<file path="src/rtl/multicycle_pc_control_pkg.sv">
// Shared constants for the multicycle MIPS-subset control path: opcodes,
// datapath select codes and the control FSM state encoding.
package multicycle_pc_control_pkg;

  localparam logic [5:0] OP_RTYPE = 6'h00;
  localparam logic [5:0] OP_J     = 6'h02;
  localparam logic [5:0] OP_BEQ   = 6'h04;
  localparam logic [5:0] OP_BNE   = 6'h05;
  localparam logic [5:0] OP_ADDI  = 6'h08;
  localparam logic [5:0] OP_LW    = 6'h23;
  localparam logic [5:0] OP_SW    = 6'h2B;

  localparam logic [1:0] PCS_SEQ = 2'd0;
  localparam logic [1:0] PCS_BR  = 2'd1;
  localparam logic [1:0] PCS_JMP = 2'd2;
  localparam logic [1:0] PCS_VEC = 2'd3;

  localparam logic [1:0] ALU_ADD   = 2'd0;
  localparam logic [1:0] ALU_SUB   = 2'd1;
  localparam logic [1:0] ALU_FUNCT = 2'd2;

  localparam logic [1:0] SRCB_B     = 2'd0;
  localparam logic [1:0] SRCB_4     = 2'd1;
  localparam logic [1:0] SRCB_IMM   = 2'd2;
  localparam logic [1:0] SRCB_SHIMM = 2'd3;

  typedef enum logic [3:0] {
    S_FETCH, S_DECODE, S_MEMADR, S_MEMRD, S_MEMWB, S_MEMWR, S_EXEC,
    S_ALUWB, S_ADDIEX, S_ADDIWB, S_BRANCH, S_JUMP, S_ILLEGAL
  } state_e;

endpackage

</file>
<file path="src/rtl/multicycle_pc_control_pc_write_logic.sv">
// Final PC load enable: unconditional write or a satisfied branch condition.
module pc_write_logic (
  input  logic PCWrite,
  input  logic BranchEq,
  input  logic BranchNe,
  input  logic zero,
  output logic PCWriteEn
);

  assign PCWriteEn = PCWrite | (BranchEq & zero) | (BranchNe & ~zero);

endmodule

</file>
<file path="src/rtl/multicycle_pc_control.sv">
// Moore control FSM for the multicycle MIPS-subset CPU: sequences each
// instruction and drives the next-PC mux select, PC enable and datapath strobes.
module multicycle_pc_control
  import multicycle_pc_control_pkg::*;
#(
  parameter logic [1:0] VEC_SEL = 2'd3
) (
  input  logic       clk,
  input  logic       reset,
  input  logic [5:0] op,
  input  logic       zero,
  output logic [1:0] PCSource,
  output logic       PCWriteEn,
  output logic       IorD,
  output logic       MemRead,
  output logic       MemWrite,
  output logic       IRWrite,
  output logic       MemtoReg,
  output logic       RegDst,
  output logic       RegWrite,
  output logic       ALUSrcA,
  output logic [1:0] ALUSrcB,
  output logic [1:0] ALUOp,
  output logic       illegal
);

  state_e state_q, state_d;
  logic   pc_write, br_eq, br_ne, mem_read, ir_write, pc_we;

  always_ff @(posedge clk or posedge reset) begin
    if (reset) state_q <= S_FETCH;
    else       state_q <= state_d;
  end

  always_comb begin
    state_d = S_FETCH;
    case (state_q)
      S_FETCH:  state_d = S_DECODE;
      S_DECODE: begin
        case (op)
          OP_LW, OP_SW:   state_d = S_MEMADR;
          OP_RTYPE:       state_d = S_EXEC;
          OP_ADDI:        state_d = S_ADDIEX;
          OP_BEQ, OP_BNE: state_d = S_BRANCH;
          OP_J:           state_d = S_JUMP;
          default:        state_d = S_ILLEGAL;
        endcase
      end
      // Only lw/sw reach here; anything else just restarts the fetch.
      S_MEMADR: begin
        if (op == OP_LW)      state_d = S_MEMRD;
        else if (op == OP_SW) state_d = S_MEMWR;
        else                  state_d = S_FETCH;
      end
      S_MEMRD:  state_d = S_MEMWB;
      S_EXEC:   state_d = S_ALUWB;
      S_ADDIEX: state_d = S_ADDIWB;
      default:  state_d = S_FETCH;
    endcase
  end

  always_comb begin
    PCSource = PCS_SEQ;
    pc_write = 1'b0;
    br_eq    = 1'b0;
    br_ne    = 1'b0;
    IorD     = 1'b0;
    mem_read = 1'b0;
    MemWrite = 1'b0;
    ir_write = 1'b0;
    MemtoReg = 1'b0;
    RegDst   = 1'b0;
    RegWrite = 1'b0;
    ALUSrcA  = 1'b0;
    ALUSrcB  = SRCB_B;
    ALUOp    = ALU_ADD;
    illegal  = 1'b0;
    case (state_q)
      S_FETCH: begin
        mem_read = 1'b1;
        ir_write = 1'b1;
        ALUSrcB  = SRCB_4;
        pc_write = 1'b1;
      end
      S_DECODE: ALUSrcB = SRCB_SHIMM;
      S_MEMADR, S_ADDIEX: begin
        ALUSrcA = 1'b1;
        ALUSrcB = SRCB_IMM;
      end
      S_MEMRD: begin
        IorD     = 1'b1;
        mem_read = 1'b1;
      end
      S_MEMWB: begin
        MemtoReg = 1'b1;
        RegWrite = 1'b1;
      end
      S_MEMWR: begin
        IorD     = 1'b1;
        MemWrite = 1'b1;
      end
      S_EXEC: begin
        ALUSrcA = 1'b1;
        ALUOp   = ALU_FUNCT;
      end
      S_ALUWB: begin
        RegDst   = 1'b1;
        RegWrite = 1'b1;
      end
      S_ADDIWB: RegWrite = 1'b1;
      S_BRANCH: begin
        ALUSrcA  = 1'b1;
        ALUOp    = ALU_SUB;
        PCSource = PCS_BR;
        br_eq    = (op == OP_BEQ);
        br_ne    = (op == OP_BNE);
      end
      S_JUMP: begin
        PCSource = PCS_JMP;
        pc_write = 1'b1;
      end
      S_ILLEGAL: begin
        PCSource = VEC_SEL;
        pc_write = 1'b1;
        illegal  = 1'b1;
      end
      default: ;
    endcase
  end

  pc_write_logic u_pc_write_logic (
    .PCWrite   (pc_write),
    .BranchEq  (br_eq),
    .BranchNe  (br_ne),
    .zero      (zero),
    .PCWriteEn (pc_we)
  );

  // State is already FETCH during reset; mask the strobes with side effects.
  assign PCWriteEn = pc_we & ~reset;
  assign MemRead   = mem_read & ~reset;
  assign IRWrite   = ir_write & ~reset;

endmodule

</file>
<file path="config.mk">
export PLATFORM = sky130hd
export DESIGN_NAME = multicycle_pc_control
export DESIGN_NICKNAME = d
export VERILOG_FILES = /design/src/rtl/multicycle_pc_control_pkg.sv /design/src/rtl/multicycle_pc_control_pc_write_logic.sv /design/src/rtl/multicycle_pc_control.sv
export SDC_FILE = /design/constraint.sdc
export NUM_CORES = 1
export LEC_CHECK = 0
export ABC_AREA = 1
export CORE_MARGIN = 2
export CORE_UTILIZATION = 34
export CTS_BUF_LIST = sky130_fd_sc_hd__clkbuf_8
export CTS_CLUSTER_SIZE = 8
export DETAILED_ROUTE_END_ITERATION = 7
export PLACE_DENSITY_LB_ADDON = 0.2
export SLEW_MARGIN = 40
export SYNTH_ARGS = -nofsm -noshare
export SYNTH_HDL_FRONTEND = slang
export SYNTH_SLANG_ARGS = --single-unit
export TNS_END_PERCENT = 20
</file>
<file path="constraint.sdc">
create_clock -name clk -period 2.6 [get_ports clk]
set_input_delay 0.52 -clock clk [delete_from_list [all_inputs] [get_ports clk]]
set_output_delay 0.52 -clock clk [all_outputs]
set_load 0.03 [all_outputs]
</file>
=== Word level (Yosys, flattened, before mapping) ===
Cells that the tools add are included.

* $add $sub $neg: 0
* Muxes and demuxes: 19
* Shift operators: 0
* Bitwise gates (word level): 9
* Multiply operators: 0
* $lt $le $gt $ge: 0
* Div/mod/pow operators: 0
* Equality and inequality tests: 18
* Reduce and logical (&&, ||, !) cells: 10

{| class="wikitable"
|+ Operators by type and width
! cell !! count
|-
| one-hot mux 4 bit (6 select lines) || 1
|-
| == test 4 bit, second input constant || 5
|-
| one-hot mux 4 bit (5 select lines) || 1
|-
| == test 4 x 3 -> 1 bit, second input constant || 4
|-
| == test 6 x 3 -> 1 bit, second input constant || 2
|-
| == test 6 bit, second input constant || 2
|-
| 2-to-1 mux 1 bit || 12
|-
| one-hot mux 2 bit (3 select lines) || 2
|-
| OR reduction 2 bit || 5
|-
| == test 4 x 2 -> 1 bit, second input constant || 2
|-
| == test 6 x 2 -> 1 bit, second input constant || 1
|-
| == test 6 x 4 -> 1 bit, second input constant || 1
|-
| logical NOT 6 bit || 1
|-
| 2-to-1 mux 3 bit || 2
|-
| OR reduction 3 bit || 2
|-
| bitwise AND 1 bit || 5
|-
| == test 4 x 1 -> 1 bit, second input constant || 1
|-
| logical NOT 4 bit || 1
|-
| one-hot mux 2 bit (2 select lines) || 1
|-
| OR reduction 4 bit || 1
|-
| inverter 1 bit || 2
|-
| bitwise OR 1 bit || 2
|}

* Output and inout bits: 16
* Memories: 0
* Logic and storage cells: 57
* Register bits: 4
* Memory bits (read-only): 0
* Bits in writable memories: 0
* Bits in latches: 0

=== Longest topological paths before layout ===
Gate-level depths: netlist of the first run.

* Word-level depth: 6
* Mapped depth: 8

=== By module ===
Synthesis of the first run repeated with hierarchy kept, for this count alone.

* Cell total of the unflattened synthesis: 93
* Area total of the unflattened synthesis: 503.0 µm²

{| class="wikitable"
|+ Modules (own cells, without submodules)
! module !! cells each !! times used !! area an instance (µm²)
|-
| multicycle_pc_control || 88 || 1 || 475.5
|-
| pc_write_logic || 5 || 1 || 27.5
|}

=== Least setup slack after synthesis of the first run ===
OpenSTA, ideal clock, no wires.

* Path type: flip-flop to output port
* Start: reg state_q[2]
* End: out MemRead
* Cell stages (with the launch flop): 6
* Slack: 0.549 ns
* Data required time: 2.080 ns
* Path buffers: 0
* Arrival time: 1.531 ns
* Cell sequence: dfrtp_1 -> nor2_2 -> nand2_1 -> nor2_1 -> inv_1 -> o21ai_0

* Longest elaborated chain between the ends: 4

{| class="wikitable"
|+ RTL lines
! item !! line !! source
|-
| start: declaration || multicycle_pc_control.sv:27 || <nowiki>state_e state_q, state_d;</nowiki>
|-
| start signal: assignment || multicycle_pc_control.sv:32 || <nowiki>else state_q <= state_d;</nowiki>
|-
| == test 4 x 2 -> 1 bit / logical NOT 4 bit (equally long branches) || multicycle_pc_control.sv:78 || <nowiki>case (state_q)</nowiki>
|-
| OR reduction 2 bit (no line) * || n/a ||
|-
| 2-to-1 mux 1 bit * || multicycle_pc_control.sv:78 ||
|-
| bitwise AND 1 bit * || multicycle_pc_control.sv:141 || <nowiki>assign MemRead = mem_read & ~reset;</nowiki>
|-
| end: declaration || multicycle_pc_control.sv:15 || <nowiki>output logic MemRead,</nowiki>
|}

Mark *: on every way between the ends. The rest lies on a longest branch, timed or not.

=== Worst setup path after layout of the first run ===
* Start: reg state_q[2]
* End: out IorD

* Longest elaborated chain between the ends: 3

{| class="wikitable"
|+ RTL lines
! item !! line !! source
|-
| == test 4 x 2 -> 1 bit / == test 4 x 3 -> 1 bit (equally long branches) || multicycle_pc_control.sv:78 ||
|-
| OR reduction 2 bit (no line) * || n/a ||
|-
| 2-to-1 mux 1 bit * || multicycle_pc_control.sv:78 ||
|-
| end: declaration || multicycle_pc_control.sv:14 || <nowiki>output logic IorD,</nowiki>
|}

Marks and branches as above.

==> results_dict.tcl, run 1 <==
set metrics [dict create \
    status "finished, final reports clean" \
    die_x_um 41.0 \
    layout-drive-gt1-share_pct 8.62 \
    cp_slowest_stage_delay_ps 680 \
    crit_path_frequent_cell "inv_1" \
    cts_root_buffer "clkbuf_8" \
    finalWirelength_mm 1.15 \
    async_reset_ff_share_pct 100 \
    postCtsSetupBuffers 0 \
    coreArea_mm2 0.00128 \
    firstDrtPassIters 5 \
    synth_top_area_share_pct 21.6 \
    setup_ws_ps 170 \
    drt_iter0_markers 9 \
    power.switching_uw 412 \
    yosysMostFrequentCell "nor2_1" \
    multiInputGateArea_um2 300 \
    fin_crit_ps 2430 \
    numCtsBuffers 3 \
    diodes 0 \
    cts_max_level 1 \
    crit_path_cell_trace "nor2_2 -> inv_1 -> nor2_1 -> inv_1 -> o21ai_0 -> clkdlybuf4s50_1" \
    rsz0062_at_grt "no" \
    path_clk_slew_ps 30 \
    routabilityCongestion 0.798 \
    switching_share_pct 50.8 \
    yosys-top-cells-area "dfrtp_1 22%, nor2_1 20%, nand2_1 17%" \
    syn_inst 89 \
    vias 601 \
    power.leakage_uw 0.000399 \
    slew_viol_final 0 \
    rows 13 \
    clock_latency_ps 220 \
    start_util_pct 36.1 \
    regArea_um2 100 \
    path_max_fanout 5 \
    tns_ps 0 \
    largest_reg_flops 4 \
    die-area_mm2 0.00168 \
    period_share_pct 93.5 \
    io_buffers 24 \
    seq_area_frac_synth_pct 21.6 \
    hold_viol_final 0 \
    synth_xor_area_share_pct 1.89 \
    synth_simple_gate_area_share_pct 55.3 \
    grt_pass1_wl_mm 1.77 \
    fin_nets 127 \
    slew-limit-headroom_pct 79.1 \
    synth_edf_count 0 \
    gr-total-overflow 0 \
    top_register "state_q" \
    placedCellCount 128 \
    dp_slack_ps 166 \
    synth_compound_area_share_pct 7.55 \
    synth_common_cells "25 x nor2_1, 21 x nand2_1, 17 x inv_1, 7 x nand3_1, 6 x o21ai_0" \
    wire_per_inst_um 8.78 \
    synth_top_family_by_area "simple AND/OR/NAND/NOR gates" \
    drc 0 \
    cts_hold_buf 0 \
    viasPerCell 4.59 \
    die_h_um 41.0 \
    cap_violations 0 \
    worst_pin_slew_ps 313 \
    dpl.hpwl_um 960 \
    synth_area_um2 464 \
    setup-violations-final 0 \
    cts.sinks 4 \
    hold_slack_ps 555 \
    start_kind "register" \
    peakVddDrop_mv 0.453 \
    min_path_type "in2async" \
    clkPwrFrac_pct 16.2 \
    grt_pass1_vias 490 \
    synth_fp_nets 98 \
    internal-power_uw 399 \
    ant_nets 0 \
    critPathRequiredTime_ps 2080 \
    critical-path-top-delay-family "buffers and inverters" \
    synth-seq-cells 4 \
    synth_top_area_cell "dfrtp_1" \
    end_kind "output port" \
    clock_tree.buffer_depth 2 \
    synthAdderAreaFrac_pct 0 \
    worst-path-buf-inv 3 \
    grt_usage_pct 16.5 \
    yosys_warnings 0 \
    reg_top3 "state_q x4" \
    comb_power_share_pct 69.3 \
    design.portCount 25 \
    yosysUniqueCellTypes 12 \
    stdcell_count 131 \
    fmax_mhz 411 \
    power_density_mw_per_mm2 1060 \
    skew_ps 5.34 \
    crit_arrival_ps 1910 \
    synthMuxAreaShare_pct 0 \
    cts_tree "yes" \
    dominantRegCellSynth "dfrtp_1" \
    syn_area_per_cell_um2 5.22 \
    antenna_found_initial 0 \
    crit_type "reg2out" \
    syn_to_final_growth_pct 64.7 \
    grt_max_degree 7 \
    seqPwrFrac_pct 14.5 \
    fillers 139 \
    critPathSlowestCell "clkdlybuf4s50_1" \
]
## cell usage in the layout, fill, tap and decap left out, types with 3 or more instances in the layout
cell type | synthesis | layout
nor2_1 | 25 | 25
clkdlybuf4s50_1 | 0 | 22
nand2_1 | 21 | 21
inv_1 | 17 | 17
nand3_1 | 7 | 7
o21ai_0 | 6 | 6
nor2_2 | 4 | 4
dfrtp_1 | 4 | 4
clkbuf_8 | 0 | 3
## power by group through the flow
stage / clock network (µW) / logic, µW / registers, µW
5_1_grt: 138 / 610 / 124
3_3_place_gp: 0 / 564 / 119
6_report: 131 / 562 / 118
4_1_cts: 131 / 568 / 118
2_1_floorplan: 0 / 362 / 111
3_5_place_dp: 0 / 566 / 119
## layer usage
layer	wire, µm	track usage [%]	share of wire, %
met1	499	17.4	43
met2	554	30.9	48
met3	82	1.63	7.1
met4	12	10.0	1.0
met5	0	0	0
## timing repair
action | 4_1_cts | 5_1_grt
endpoints found under the hold margin | 0 | 0
resized for setup | 0 | 1
endpoints found under the setup margin | 0 | 1
## worst register-to-register path: stages, from the launching register on
cell and delay (ps):
dfrtp_1 420, nor2_2 210, nand3_2 100, nor2_2 150
nand2_1 60, nand2_1 50, inv_1 30, nand2_1 50
## final timing paths
kind,from,to,slack [ps],cells past startpoint
min in group clk,state_q[0],state_q[0],620,3
max in group asynchronous,reset,state_q[3],1880,2
worst min-delay path,reset,state_q[0],560,2
worst max-delay path,state_q[2],IorD,170,6
worst min register to register,state_q[0],state_q[0],620,3
worst max register to register,state_q[2],state_q[2],1450,7
## metrics by stage
| stage | area (µm²) | power [µW] | util [%] |
|---|---|---|---|
| finish | 764 | 811 | 59.5 |
| global route | 764 | 872 | 59.5 |
| CTS | 762 | 817 | 59.3 |
| detailed placement | 721 | 684 | 56.1 |
| global placement | 721 | 682 | 56.1 |
| floorplan | 464 | 473 | - |
## logic make-up after synthesis
logic type | count (synthesis)
flops | 4
simple gates | 60
compound gates | 7
xor+xnor | 1
buf+inv | 17
## area by class of cell
cell class,instances,area share [%]
timing repair buffer,24,31.4
multi-input combinational,68,39.3
tap,15,2.45
clock buffer,3,5.40
sequential,4,13.1
inverter,17,8.35
Note: power is estimated with default switching activity, not from simulation.
==> inputs of run 2 (changes only) <==
--- a/config.mk
+++ b/config.mk
@@ -11,8 +11,8 @@
 export CTS_BUF_LIST = sky130_fd_sc_hd__clkbuf_8
 export CTS_CLUSTER_SIZE = 8
 export DETAILED_ROUTE_END_ITERATION = 7
+export DONT_BUFFER_PORTS = 1
 export PLACE_DENSITY_LB_ADDON = 0.2
-export SLEW_MARGIN = 40
 export SYNTH_ARGS = -nofsm -noshare
 export SYNTH_HDL_FRONTEND = slang
 export SYNTH_SLANG_ARGS = --single-unit
==> run 2 against run 1 <==
Compared with the run above:
- global-route usage down 0.49 points
- worst setup slack better by 210 ps
- critical endpoint is now PCWriteEn
- utilization down 13 points
- largest power group unchanged
==> results_dict.tcl, run 2 (same netlist as run 1, synthesis figures left out) <==
set metrics [dict create \
    hold_slack_ps 77.1 \
    setup-violations-final 0 \
    cp_slowest_stage_delay_ps 390 \
    crit_path_frequent_cell "nand2_1" \
    finalWirelength_mm 1.10 \
    numCtsBuffers 3 \
    cts.sinks 4 \
    fin_crit_ps 2220 \
    diodes 0 \
    coreArea_mm2 0.00128 \
    start_kind "register" \
    path_max_fanout 4 \
    route.met2.wl_um 494 \
    power_density_mw_per_mm2 1190 \
    end_kind "output port" \
    r2r_slack_ps 1160 \
    fmax_mhz 451 \
    cts_tree "yes" \
    cts_max_level 1 \
    grt_usage_pct 16.0 \
    drc 0 \
    grt_pass1_vias 484 \
    die_h_um 41.0 \
    regArea_um2 100 \
    status "finished, final reports clean" \
    clock_tree.buffer_depth 2 \
    design.portCount 25 \
    layout-drive-gt1-share_pct 17.8 \
    fillers 148 \
    grt_max_degree 7 \
    gr-total-overflow 0 \
    worst_pin_slew_ps 620 \
    die_x_um 41.0 \
    largest_reg_flops 4 \
    grt_pass1_wl_mm 1.74 \
    routabilityCongestion 0.688 \
    period_share_pct 85.3 \
    wl_met3_um 86 \
    hold_viol_final 0 \
    mostFrequentLayoutCell "nor2_1" \
    crit_path_cell_trace "inv_1 -> nand2_1 -> nor2_2 -> nand3_1 -> nand2_1 -> nand2_1 -> nand2_1" \
    syn_to_final_growth_pct 27.5 \
    io_buffers 0 \
    tns_ps 0 \
    fin_nets 112 \
    highest_layer "met4" \
    wl_met1_um 495 \
    slew_viol_final 0 \
    postCtsSetupBuffers 0 \
    drt_iter0_markers 18 \
    critPathRequiredTime_ps 2080 \
    rsz0062_at_grt "no" \
    die-area_mm2 0.00168 \
    clock_latency_ps 220 \
    top_register "state_q" \
    ant_nets 0 \
    viasPerCell 4.71 \
    cts_hold_buf 0 \
    crit_type "reg2out" \
    critPathSlowestCell "dfrtp_1" \
    rows 13 \
    vias 546 \
    post_cts_resized 0 \
    skew_ps 4.34 \
    min_path_type "in2async" \
    final_cell_mix "25 x nor2_1, 21 x nand2_1, 17 x inv_1" \
    cap_violations 0 \
    crit_arrival_ps 1700 \
    firstDrtPassIters 5 \
    wire_per_inst_um 9.44 \
    dpl.hpwl_um 978 \
    setup_ws_ps 381 \
    start_util_pct 36.1 \
    path_clk_slew_ps 30 \
    finalPower_uw 707 \
    reg_top3 "state_q x4" \
    multiInputGateArea_um2 300 \
    peakVddDrop_mv 0.384 \
    antenna_found_initial 0 \
    power.leakage_uw 0.000342 \
    dp_slack_ps 594 \
    slew-limit-headroom_pct 58.5 \
    cts_root_buffer "clkbuf_8" \
]
run 2: critical path, delay by kind of cell, from the launching register on:
family	cells	cell delay, ps
AND/OR/NAND/NOR	6	970
flip-flops	1	390
buffers and inverters	1	110
run 2: area by class of cell:
class	instances	area share [%]
Multi-Input combinational cell	68	50.7
Sequential cell	4	16.9
Timing Repair Buffer	9	11.4
Inverter	17	10.8
Clock buffer	3	6.98
Tap cell	15	3.17
run 2: final timing paths:
| check | from | to | depth (start not counted) |
|---|---|---|---|
| worst min register to register | state_q[0] | state_q[0] | 3 |
| worst max register to register | state_q[2] | state_q[0] | 5 |
| max in group asynchronous | reset | state_q[3] | 1 |
| worst max-delay path | state_q[0] | PCWriteEn | 7 |
| min in group clk | op[3] | state_q[2] | 4 |
| worst min-delay path | reset | state_q[1] | 1 |
run 2: per-stage QoR:
stage | area (µm²) | instances | utilization, %
floorplan | 464 | 89 | -
finish | 592 | 116 | 46.1
global route | 592 | 116 | 46.1
global placement | 551 | 113 | 42.8
detailed placement | 551 | 113 | 42.8
CTS | 592 | 116 | 46.1
run 2: power breakdown:
group          leakage [µW]  switching (µW)  internal (µW)
combinational      0.000269             337            121
clock             0.0000216            32.1           98.7
sequential        0.0000516            29.3           88.0
run 2: routing by layer:
metal,GRT usage [%],vias to the layer above
met1,18.6,227
li1,-,296
met3,2.17,2
met5,0,-
met2,28.5,21
met4,7.50,0
==> patch 1, RTL diff (config.mk and constraints of run 1) <==
Register the outputs `MemRead` and `IRWrite`, without a reset; this adds one clock of latency there. The other outputs are not delayed to match.
--- a/src/rtl/multicycle_pc_control.sv
+++ b/src/rtl/multicycle_pc_control.sv
@@ -139,6 +139,8 @@
   // State is already FETCH during reset; mask the strobes with side effects.
   assign PCWriteEn = pc_we & ~reset;
-  assign MemRead   = mem_read & ~reset;
-  assign IRWrite   = ir_write & ~reset;
+  always_ff @(posedge clk) begin
+    MemRead <= mem_read & ~reset;
+    IRWrite <= ir_write & ~reset;
+  end
 
 endmodule
Check against the original RTL: not equivalent (a bounded check fails within 4 cycles, from zero or initial values and one cycle with reset high).
==> patch 1 against run 1 <==
Hold slack worse by 8.4 ps; area after synthesis rose by 8.6%; final cell count grew 2.3%; cell area rose by 5.4%; setup slack gained 12 ps; wire length grew 5.2%; total power grew 6.6%; sequential cell count rose by 2.
==> patch 1: results (changes against run 1) <==
** Power
- The maximum vdd drop is 0.553 mV (+22%).
- Static leakage power :: 0.405 nW (+1.5%)

** Cells and area
- The net count of the finished layout was 129 (+1.6%).
- Fraction of area in registers :: 0.174 (+0.0430)
- The area used by multi-input combinational logic came to 300 sq um (unchanged).
- The count of non-filler cells in the finished layout came to 134 (+2.3%).
- The layout buffering overhead excluding clock cells was 0.295 (-0.0192).
- Clock buf/inv share :: 0.0559 (+0.00189)
- Layout cell share with drive strength beyond 1 :: 0.0840 (-0.00217)
- The largest registers in the layout are state_q (4), IRWrite (1), MemRead (1).
- Count of fill cells added during filler insertion :: 132 (-5.0%)
- Nonclk buf count :: 24 (unchanged)

** Synth
- Most instantiated flip-flop cell in the synthesis netlist :: dfrtp_1
- The async set-or-reset flop fraction in the synthesized netlist was 0.667 (-0.333).
- The per-instance average area after synthesis came to 5.54 sq um (+6.2%).
- The post-synthesis cell type count is 13 (+1).
- Net count after synthesis :: 100 (+2.0%)
- Most used standard cells in the synthesized netlist :: nor2_1 (25), nand2_1 (21), inv_1 (17)
- Yosys attributes the largest share of cell area to dfrtp_1 (20%), nor2_1 (19%), nand2_1 (16%).
- Post-synthesis sequential area ratio :: 0.278 (+0.0623)
- The number of synthesis warnings was 0 (unchanged).

** Clock tree
- After clock tree synthesis, the clock-pin slew on the worst setup and hold paths is 40 ps.
- H-tree lvl count :: 1 (unchanged)
- The clock sink total was 6 (+2).
- Post CTS Setup Buffer Count :: 0 (unchanged)

** Global route
- Total Routing Usage GR :: 0.145 (-0.0201)
- Maximum number of pins on one net before global-route repair :: 7 (unchanged)
- Met2 global-route usage :: 0.243 (-0.0655)
- The number of antenna violations at the first check in global routing was 0 (unchanged).
- The met1 track demand over resource is 0.175 (+0.00162).
- Met3 Resource Use GR :: 0.0647 (+0.0484)
- First-pass GRT wire length :: 1990 microns (+13%)
- Number of global-route vias before repair :: 529 (+8.0%)

** Place
- I/O Buffers :: 24 (unchanged)
- Half-perimeter wire length of the detailed placement result :: 1050 microns (+9.6%)
- Last weighted congestion value of the routability-driven placer :: 0.772 (-3.3%)
- The post-place setup slack was 310 ps (+144 ps).

** Routing
- Drt pass-1 iters :: 4 (-1)
- Initial DRC count :: 21 (+12)
- Routed length on met1 :: 565 microns (+13%)
- The routed length on met2 is 584 microns (+5.4%).
- The met3 routed wirelength came to 60 microns (-27%).
- The routed via count came to 616 (+2.5%).
- The detailed router used layers up to and including met3.
- Detail-routed net length per standard cell :: 9.03 microns (+2.9%)

** Setup path
- For this run, the slowest stage of the critical path takes 690 ps.
- In this run the worst setup path terminates at IorD.
- The biggest fanout along the worst timing path is 5 (unchanged).
- The number of cells on the worst reg-to-reg path was 7 (unchanged).
- The worst register-to-register path has a setup slack of 1460 ps.
- The most critical setup path has its startpoint at state_q[2]$_DFF_PP0_.

** Min path
- Type of the most critical hold path :: in2async

** STA
- Slew at the pin with the worst max-slew slack :: 309 ps (-3.61 ps)
- The number of max-slew violations in the final report came to 0 (unchanged).
- The post-route clock skew is 0.573 ps (-4.76 ps).
- The final clock period utilization by the worst path came to 0.930 (-0.00479).

** Outcome
- The run finished with clean final reports.
[patch 1: cell types whose count changed in the layout (fill, tap and decap cells not counted), sizes merged]
cell	change
clkdlybuf4s50	+1
inv	+1
dfxtp	+2
dlymetal6s2s	-1
[patch 1: per-stage QoR]
step	cell area, sq um	hold slack [ps]	util
global placement	761	614	0.563
CTS	806	545	0.597
finish	806	547	0.597
global route	806	564	0.597
detailed placement	761	617	0.563
floorplan	504	294	-
[patch 1: worst max-delay path, delay by kind of cell (launching register included)]
family          cells  cell delay (ps)
buf+inv             3              840
compound gates      1               70
simple gates        2              340
flops               1              420
[patch 1: logic make-up after synthesis]
family	Yosys count	share of synthesized area
compound gates	7	0.0695
xor+xnor	1	0.0174
buf+inv	17	0.127
flops	6	0.278
simple gates	60	0.509
[patch 1: where the power goes]
part	total [mW]	internal [mW]	leakage [nW]	switching (mW)
Clock	0.142	0.101	0.0269	0.0402
Sequential	0.164	0.130	0.0681	0.0343
Combinational	0.560	0.212	0.310	0.348
Total	0.865	0.443	0.405	0.423
==> patch 2, RTL diff (flow settings as in run 1) <==
Without the edit above. Reset style: synchronous (`reset`), changed in one clocked block.
--- a/src/rtl/multicycle_pc_control.sv
+++ b/src/rtl/multicycle_pc_control.sv
@@ -28,5 +28,5 @@
   logic   pc_write, br_eq, br_ne, mem_read, ir_write, pc_we;
 
-  always_ff @(posedge clk or posedge reset) begin
+  always_ff @(posedge clk) begin
     if (reset) state_q <= S_FETCH;
     else       state_q <= state_d;
Behaviour: differs if reset is asserted again (counterexample within 4 cycles, from zero or initial values and one cycle with reset high); with reset held inactive, the same outputs for 10 cycles.
==> patch 2 against run 1 <==
Count of clock-buffer cells in the layout is the same; utilization grew 0.36 points; sequential share of layout area shrank 3.1 points; cell area increased by 4.4%; sequential cell count stayed put; wire length grew 8.0%; critical path type unchanged; first-iteration DRC count fell by 11%; setup slack gained 58 ps; sequential power decreased by 24%; total power shrank 31%; area after synthesis up 6.2%; clock skew shrank 2.3 ps; global-route usage is 0.87 points lower.
==> patch 2: results (changes against run 1) <==
** Outcome
- The flow ran to the end, and the final reports show no timing, DRC or antenna violations.

** Setup path
- Terminus of the critical flop-to-flop path :: state_q[0]$_SDFF_PP0_
- Crit Reg-Reg Startpoint :: state_q[2]$_SDFF_PP0_
- The critical path ends at MemRead.
- Worst path arrival time :: 1850 ps (-60 ps)
- The biggest fanout along the worst timing path came to 4 (-1).
- Startpoint of the worst setup timing path :: state_q[3]$_SDFF_PP0_

** Synth
- By count the netlist is led by nor2_1 (24), inv_1 (19), nand2_1 (11).
- The net count after synthesis is 100 (+2.0%).
- Post-synthesis sequential area ratio :: 0.162 (-0.0532)
- The share of synthesized cell area in full adder, half adder and majority cells came to 0 (unchanged).
- By area the synthesized netlist is led by nor2_1 (18%), dfxtp_1 (16%), inv_1 (14%).
- Gate Count Post-Synth :: 91 (+2.2%)
- Most instantiated flip-flop cell in the synthesis netlist :: dfxtp_1
- Compound-cell area share of the yosys netlist :: 0.157 (+0.0819)
- Asr flop ratio synth :: 0 (-1.00)
- XOR/XNOR share of the synthesized area :: 0.0178 (-0.00110)
- Count of cell types in the netlist :: 16 (+4)

** Place
- Last weighted congestion value of the routability-driven placer :: 0.845 (+5.8%)
- Half-perimeter wire length of the detailed placement result :: 1100 microns (+14%)

** Cells and area
- Layout cell share with drive strength beyond 1 :: 0.143 (+0.0567)
- The number of antenna repair diodes is 0 (unchanged).
- Post-layout net count :: 130 (+2.4%)

** STA
- The post-route clock skew is 2.99 ps (-2.35 ps).
- The worst-case headroom to the max-slew limit was 0.793 (+0.00192).
- The worst hold margin was 717 ps (+162 ps).

** Routing
- Routed length on met1 :: 516 microns (+3.4%)
- Met3 Wirelength :: 62 microns (-24%)
- DR vias/cell :: 4.60 (+0.20%)
- The total routed wirelength came to 1240 microns (+8.0%).
- The routed via count is 616 (+2.5%).
- Top Metal Used :: met3
- Met2 routed wirelength :: 664 microns (+20%)
- Initial DRC count :: 8 (-1)
- Drt pass-1 iters :: 4 (-1)

** Clock tree
- The clock reaches the later pin of the worst-skew pair after 210 ps.
- Clock transition at path regs :: 30 ps (about the same)

** Min path
- The tightest min-delay check is of the reg2reg type.
- The worst hold path was traced through 5 stages.
- The startpoint identified for the worst hold timing path is state_q[0]$_SDFF_PP0_.

** Global route
- The overall fraction of global-route tracks in use was 0.157 (-0.00872).
- Met2 global-route usage :: 0.288 (-0.0211)
- The routing usage on met3 is 0.0474 (+0.0311).
- Met1 usage in global routing :: 0.157 (-0.0166)
- Number of global-route vias before repair :: 583 (+19%)
- The wire length of the first global-routing pass came to 2170 microns (+23%).

** Power
- The internal portion of total power came to 0.302 mW (-24%).
- The total sequential power is 0.0901 mW (-24%).
- Maximum vdd drop :: 0.271 mV (-40%)
- The cell leakage power is 0.350 nW (-12%).
- The part of the power in combinational logic was 0.610 (-0.083).
-- patch 2: changes by cell type in the layout (fill, tap and decap cells not counted), moves of 2 or more --
cell,delta
inv_1,+2
o21ai_0,-2
nor2_4,+3
a21oi_1,+5
nand2_1,-10
nand4_1,+2
dfxtp_1,+4
o21ai_1,+2
nor2_2,-2
nand2_2,+4
dfrtp_1,-4
-- patch 2: through the flow --
| stage | power [mW] | setup slack [ps] | cell area, sq um |
|---|---|---|---|
| 2_1_floorplan | 0.305 | 437 | 493 |
| 3_3_place_gp | 0.430 | 295 | 757 |
| 3_5_place_dp | 0.433 | 289 | 757 |
| 4_1_cts | 0.563 | 196 | 798 |
| 5_1_grt | 0.602 | 87.5 | 798 |
| 6_report | 0.559 | 227 | 798 |
-- patch 2: final cells by class --
cell class	instances	area (sq um)
multi-input combinational	68	342
timing repair buffer	25	245
sequential	4	80.1
clock buffer	3	41.3
tap	15	18.8
fill	130	536
inverter	19	71.3
